<file path="src/rtl/i2s_apb_regs.sv">
// ============================================================================
// Module   : i2s_apb_regs
// Brief    : APB register bank for the I2S transceiver: control word, status,
//            DEPTH-entry Tx/Rx sample FIFOs and sticky maskable error flags.
//            Optional macro I2S_REGS_IRQ_EN builds IRQ_STAT/IRQ_EN and irq.
// Revision : 1.0 - initial release
// ============================================================================
`default_nettype none

module i2s_apb_regs #(
    parameter int                CTRL_W   = 15,
    parameter logic [CTRL_W-1:0] CTRL_RST = 15'h06D5,
    parameter int                FLAG_W   = 13,
    parameter int                DEPTH    = 4
) (
    input  logic              pclk,
    input  logic              preset,
    input  logic              psel,
    input  logic              penable,
    input  logic              pwrite,
    input  logic [7:0]        paddr,
    input  logic [31:0]       pwdata,
    output logic [31:0]       prdata,
    output logic              pready,
    output logic              pslverr,
    output logic [CTRL_W-1:0] controls,
    input  logic [FLAG_W-1:0] flags,
    input  logic              tx_rd,
    output logic [31:0]       tx_data,
    output logic              tx_empty,
    input  logic              rx_wr,
    input  logic [31:0]       rx_data,
    output logic              rx_full,
    output logic              irq
);

    localparam int AW = $clog2(DEPTH);
    localparam int CW = $clog2(DEPTH + 1);
    localparam logic [CW-1:0] FULL_CNT = CW'(DEPTH);

    localparam logic [5:0] A_CTRL   = 6'd0;
    localparam logic [5:0] A_STATUS = 6'd1;
    localparam logic [5:0] A_TXDATA = 6'd2;
    localparam logic [5:0] A_RXDATA = 6'd3;
`ifdef I2S_REGS_IRQ_EN
    localparam logic [5:0] A_IRQ_STAT = 6'd4;
    localparam logic [5:0] A_IRQ_EN   = 6'd5;
`endif

    logic              setup_ph;
    logic              access_ph;
    logic [5:0]        word;
    logic              mapped;
    logic              wr_acc;
    logic              rd_acc;
    logic [31:0]       rdata;
    logic [CTRL_W-1:0] ctrl;

    logic [31:0]   tx_mem [DEPTH];
    logic [AW-1:0] tx_wptr;
    logic [AW-1:0] tx_rptr;
    logic [CW-1:0] tx_count;
    logic          tx_full;
    logic          tx_push_req;
    logic          tx_push;
    logic          tx_pop;

    logic [31:0]   rx_mem [DEPTH];
    logic [AW-1:0] rx_wptr;
    logic [AW-1:0] rx_rptr;
    logic [CW-1:0] rx_count;
    logic          rx_empty;
    logic          rx_pop_req;
    logic          rx_push;
    logic          rx_pop;

    logic          unused_ok;

    assign setup_ph  = psel & ~penable;
    assign access_ph = psel & penable;
    assign word      = paddr[7:2];
    assign wr_acc    = access_ph & pwrite & mapped;
    assign rd_acc    = access_ph & ~pwrite & mapped;
    assign pready    = 1'b1;
    assign controls  = ctrl;
    assign unused_ok = &{1'b0, paddr[1:0]};

    always_comb begin
        mapped = 1'b0;
        case (word)
            A_CTRL, A_STATUS, A_TXDATA, A_RXDATA: mapped = 1'b1;
`ifdef I2S_REGS_IRQ_EN
            A_IRQ_STAT, A_IRQ_EN:                 mapped = 1'b1;
`endif
            default:                              mapped = 1'b0;
        endcase
    end

    // Full/empty come from the pre-edge count, so a push into a full FIFO is
    // dropped even when the core pops in the same cycle.
    assign tx_full     = (tx_count == FULL_CNT);
    assign tx_empty    = (tx_count == '0);
    assign tx_push_req = wr_acc & (word == A_TXDATA);
    assign tx_push     = tx_push_req & ~tx_full;
    assign tx_pop      = tx_rd & ~tx_empty;
    assign tx_data     = tx_empty ? 32'h0 : tx_mem[tx_rptr];

    assign rx_full     = (rx_count == FULL_CNT);
    assign rx_empty    = (rx_count == '0);
    assign rx_pop_req  = rd_acc & (word == A_RXDATA);
    assign rx_pop      = rx_pop_req & ~rx_empty;
    assign rx_push     = rx_wr & ~rx_full;

    always_ff @(posedge pclk) begin
        if (tx_push) tx_mem[tx_wptr] <= pwdata;
        if (rx_push) rx_mem[rx_wptr] <= rx_data;
    end

    always_ff @(posedge pclk) begin
        if (preset) begin
            tx_wptr  <= '0;
            tx_rptr  <= '0;
            tx_count <= '0;
            rx_wptr  <= '0;
            rx_rptr  <= '0;
            rx_count <= '0;
        end else begin
            if (tx_push) tx_wptr <= tx_wptr + 1'b1;
            if (tx_pop)  tx_rptr <= tx_rptr + 1'b1;
            case ({tx_push, tx_pop})
                2'b10:   tx_count <= tx_count + 1'b1;
                2'b01:   tx_count <= tx_count - 1'b1;
                default: tx_count <= tx_count;
            endcase
            if (rx_push) rx_wptr <= rx_wptr + 1'b1;
            if (rx_pop)  rx_rptr <= rx_rptr + 1'b1;
            case ({rx_push, rx_pop})
                2'b10:   rx_count <= rx_count + 1'b1;
                2'b01:   rx_count <= rx_count - 1'b1;
                default: rx_count <= rx_count;
            endcase
        end
    end

    always_ff @(posedge pclk) begin
        if (preset) begin
            ctrl <= CTRL_RST;
        end else if (wr_acc && word == A_CTRL) begin
            ctrl <= pwdata[CTRL_W-1:0];
        end
    end

`ifdef I2S_REGS_IRQ_EN
    logic [3:0] irq_stat;
    logic [3:0] irq_en;
    logic [3:0] irq_set;
    logic [3:0] irq_clr;

    assign irq_set = {tx_rd & tx_empty, rx_wr & rx_full,
                      rx_pop_req & rx_empty, tx_push_req & tx_full};
    assign irq_clr = (wr_acc && word == A_IRQ_STAT) ? pwdata[3:0] : 4'b0;

    // Set is OR-ed in after the clear so a same-cycle event is never lost.
    always_ff @(posedge pclk) begin
        if (preset) begin
            irq_stat <= 4'b0;
            irq_en   <= 4'b0;
            irq      <= 1'b0;
        end else begin
            irq_stat <= (irq_stat & ~irq_clr) | irq_set;
            if (wr_acc && word == A_IRQ_EN) irq_en <= pwdata[3:0];
            irq <= |(irq_stat & irq_en);
        end
    end
`else
    assign irq = 1'b0;
`endif

    always_comb begin
        rdata = 32'h0;
        case (word)
            A_CTRL:     rdata = 32'(ctrl);
            A_STATUS:   rdata = {8'(rx_count), 8'(tx_count), 16'(flags)};
            A_RXDATA:   rdata = rx_empty ? 32'h0 : rx_mem[rx_rptr];
`ifdef I2S_REGS_IRQ_EN
            A_IRQ_STAT: rdata = 32'(irq_stat);
            A_IRQ_EN:   rdata = 32'(irq_en);
`endif
            default:    rdata = 32'h0;
        endcase
    end

    // Read data and the error response are captured at the setup edge and
    // held through the access phase.
    always_ff @(posedge pclk) begin
        if (preset) begin
            prdata  <= 32'h0;
            pslverr <= 1'b0;
        end else if (setup_ph) begin
            prdata  <= pwrite ? 32'h0 : rdata;
            pslverr <= ~mapped;
        end else begin
            pslverr <= 1'b0;
        end
    end

endmodule

`default_nettype wire

</file>
<file path="config.mk">
export PLATFORM = sky130hd
export DESIGN_NAME = i2s_apb_regs
export DESIGN_NICKNAME = d
export VERILOG_FILES = /design/src/rtl/i2s_apb_regs.sv
export SDC_FILE = /design/constraint.sdc
export NUM_CORES = 1
export LEC_CHECK = 0
export ABC_AREA = 1
export CAP_MARGIN = 0
export CORE_MARGIN = 5
export CORE_UTILIZATION = 29
export CTS_BUF_LIST = sky130_fd_sc_hd__clkbuf_8
export CTS_CLUSTER_SIZE = 25
export DETAILED_ROUTE_END_ITERATION = 12
export GPL_TIMING_DRIVEN = 1
export PLACE_DENSITY = 0.53
export SLEW_MARGIN = 10
export SYNTH_ARGS = -nofsm -noshare
export SYNTH_HDL_FRONTEND = slang
export SYNTH_SLANG_ARGS = --single-unit
</file>
<file path="constraint.sdc">
create_clock -name pclk -period 4.5 [get_ports pclk]
set_clock_uncertainty 0.15 [all_clocks]
set_input_delay 1.125 -clock pclk [delete_from_list [all_inputs] [get_ports pclk]]
set_output_delay 1.125 -clock pclk [all_outputs]
set_load 0.01 [all_outputs]
</file>
==> summary.txt <==
CTS
  – Clock slew seen by the registers of the worst setup and hold paths: 0.06 ns
  – H-tree depth: 2
  – CTS tree: built
  – Post-CTS Setup Bufs: 0
  – Hold_buf cts: 0
  – CTS-repair resized insts: 0
  – Clock latency at the later pin of the worst-skew pair: slightly above 0.6 ns
  – CTS Sinks: 322
  – Total CTS buffers: between 50 and 60
  – Max clock buf depth: 3
  – Root Buffer Master: clkbuf_8

Setup path
  – Startpoint class of the critical path: register
  – Critical Path RT: between 3 and 4 ns
  – Crit. path cell count: 4
  – CP cell instances: inv_2 > o21ai_0 > a21oi_1 > clkdlybuf4s50_1
  – Critical path class: register to output port
  – Crit path DAT: 2.81 ns
  – Crit end category: output port
  – CP delay by family, top: buffers and inverters
  – FF-to-FF setup slack: 1.99 ns
  – Worst Path Max Fanout: 64
  – Slowest stage cell, crit path: inv_2
  – R2R cell count: 8
  – CP peak stage delay: 0.70 ns
  – Buf+Inv Stages, Crit Path: 2

STA
  – Final period utilization: 0.9086
  – Max Slew Vio Count: 0
  – Setup TNS: 0 ns
  – Hold Slack: approximately 0.30 ns
  – Worst slew pin tran: 1.009 ns
  – RSZ-0062 raised after global routing: no
  – Slew HR: 0.3276
  – Fmax: 244.6 MHz
  – Setup violations, final: 0
  – Min Tclk post-route: 4.089 ns
  – Hold Violations, Final: 0

Placement
  – Post-DP HPWL: about 22000 um
  – IO Port Bufs: approximately 170
  – GPL Wtd Cong: around 0.7
  – Placed cell areas: 0.01567 mm2

Power
  – Clock group share of total power: 0.404
  – Leakage power: 6.351 nW
  – PwrDens: 356.1 mW/mm2
  – Logic gate share of total power: 0.043
  – P_int: 4.620 mW
  – Sw frac: 0.2225
  – Final Total Pwr: 5.943 mW
  – Psw: between 1 and 1.5 mW
  – Worst IR Drop VDD: 0.0002260 V
  – Flop pwr share: 0.553

Floorplan
  – Die height: about 220 um
  – Initial Util: 0.2920
  – Area of the die: 0.04996 mm2
  – FP Rows: 78
  – IO Count: roughly 180
  – Core area: 0.04528 mm2
  – DIE WIDTH: around 220 um

Finish
  – Fillers: about 4600
  – Most common cell after layout, fill and taps aside: edfxtp_1
  – NumNets Final: about 1600
  – Share of cells above drive strength 1: 0.08128
  – Area grow syn2layout: 26.22%
  – Design area: about 0.017 mm2
  – Most frequent cells in the layout: 256 x edfxtp_1, 223 x nand2_1, 211 x nor2_1

Route
  – Post-DRT Antenna Nets: 0
  – Vias/cell: approximately 4.4
  – DRT iter0 DRCs: ~520
  – Wire length per cell: 16.65 um
  – Via Count: approximately 9000
  – DRT Pass-1 Iters: 4
  – DR DRC count: 0
  – DRT Wirelength: 35020 um

Synth
  – Yosys cell types: 30
  – Post-Syn Instances: around 1300
  – Synth Warn #: 0
  – FF+latch count, synth: 322
  – Cell Area, Synth: roughly 0.013 mm2
  – Syn_area_per_cell: 10.42 um2
  – Net Count, Synth: about 1400
  – Post-synthesis sequential area ratio: 0.6814

Job
  – Max-cap violation count: 0

Global route
  – Busiest grt layer: met2
  – Initial antenna violation count: 3
  – Met2 Track Usage GR: 0.2269
  – M3 GR Usage: 0.03605
  – Largest net degree at the start of global routing: 65
  – First-pass GRT wire length: about 54000 um
  – Total GRT Usage: 0.1381
  – Vias in the first global route: 9067
  – GRT overflow: 0
  – Met1 Use GR: 0.1831

Outcome
  – Status: finished clean

Hold path
  – Hold depth: 1
  – Worst min path class: register to register
## cell usage after synthesis (all sizes together)
master	count	area share
a211oi	6	0.0057
a21oi	81	0.031
and3	1	0.00047
buf	34	0.014
clkbuf	30	0.0085
clkinv	2	0.00057
conb	2	0.00057
dfxtp	66	0.10
edfxtp	256	0.58
fa	2	0.0030
ha	10	0.0095
inv	148	0.042
nand2	224	0.064
nand3	60	0.023
nor2	223	0.066
nor3	4	0.0019
nor4	1	0.00095
o211ai	7	0.0040
o21a	1	0.00057
o21ai	100	0.038
o22ai	11	0.0052
## path summary, 6_finish.rpt
path          startpoint           to
max             register  tx_data[11]
max reg2reg  tx_count[2]  tx_count[1]
min           tx_rptr[0]     register
min reg2reg   tx_rptr[0]     register
## through the flow
stage | util | worst slack [ns] | cells
2_1_floorplan | - | 0.9750 | 1269
3_3_place_gp | 0.3461 | 0.7300 | 2001
3_5_place_dp | 0.3461 | 0.7106 | 2001
4_1_cts | 0.3684 | 0.3260 | 2101
5_1_grt | 0.3685 | 0.1025 | 2102
6_report | 0.3685 | 0.4112 | 2103
## worst register-to-register path: stages, from the launching register on
cell,delay (ns)
dfxtp_1,0.37
nor3_4,0.71
nor2_1,0.21
ha_1,0.25
inv_1,0.10
fa_1,0.42
nor2_1,0.11
a21oi_1,0.05
nor2_1,0.08
## area by class of cell
type | instances | area [um2] | area share
antenna | 2 | 5.005 | 0.0002999
clock buffer | 61 | 839.6 | 0.05031
clock inverter | 39 | 172.7 | 0.01035
inverter | 150 | 563.0 | 0.03374
multi-input combinational | 733 | 3402 | 0.2039
sequential | 322 | 9011 | 0.5400
tap | 600 | 750.7 | 0.04498
timing repair buffer | 196 | 1944 | 0.1165
## power groups by stage
stage | registers, mW | logic, mW | clock network [mW]
6_report | 3.29 | 0.253 | 2.40
3_3_place_gp | 3.35 | 0.253 | 0
4_1_cts | 3.29 | 0.259 | 2.50
5_1_grt | 3.29 | 0.283 | 2.65
3_5_place_dp | 3.35 | 0.257 | 0
2_1_floorplan | 3.35 | 0.0970 | 0
## state kept, by name (all words and copies together), names as in the netlist, named ones only
signal,count
controls,15
prdata,32
pslverr,1
rx_count,3
rx_mem,128
rx_rptr,2
rx_wptr,2
tx_count,3
tx_mem,128
tx_rptr,2
tx_wptr,2
## logic make-up (layout without fill, tap and decap cells)
family,Yosys count,count (layout),synth area share
flops,322,322,0.6814
buf+inv,214,446,0.06549
other cells,2,4,0.0005680
fa+ha+maj,12,12,0.01249
simple gates,513,513,0.1561
compound gates,206,206,0.08394
## routing by layer
metal,up-vias,share of wire
li1,4591,-
met4,2,0.018
met2,242,0.47
met1,4332,0.45
met5,-,0.00037
met3,51,0.062
(Power assumes the default switching activity.)
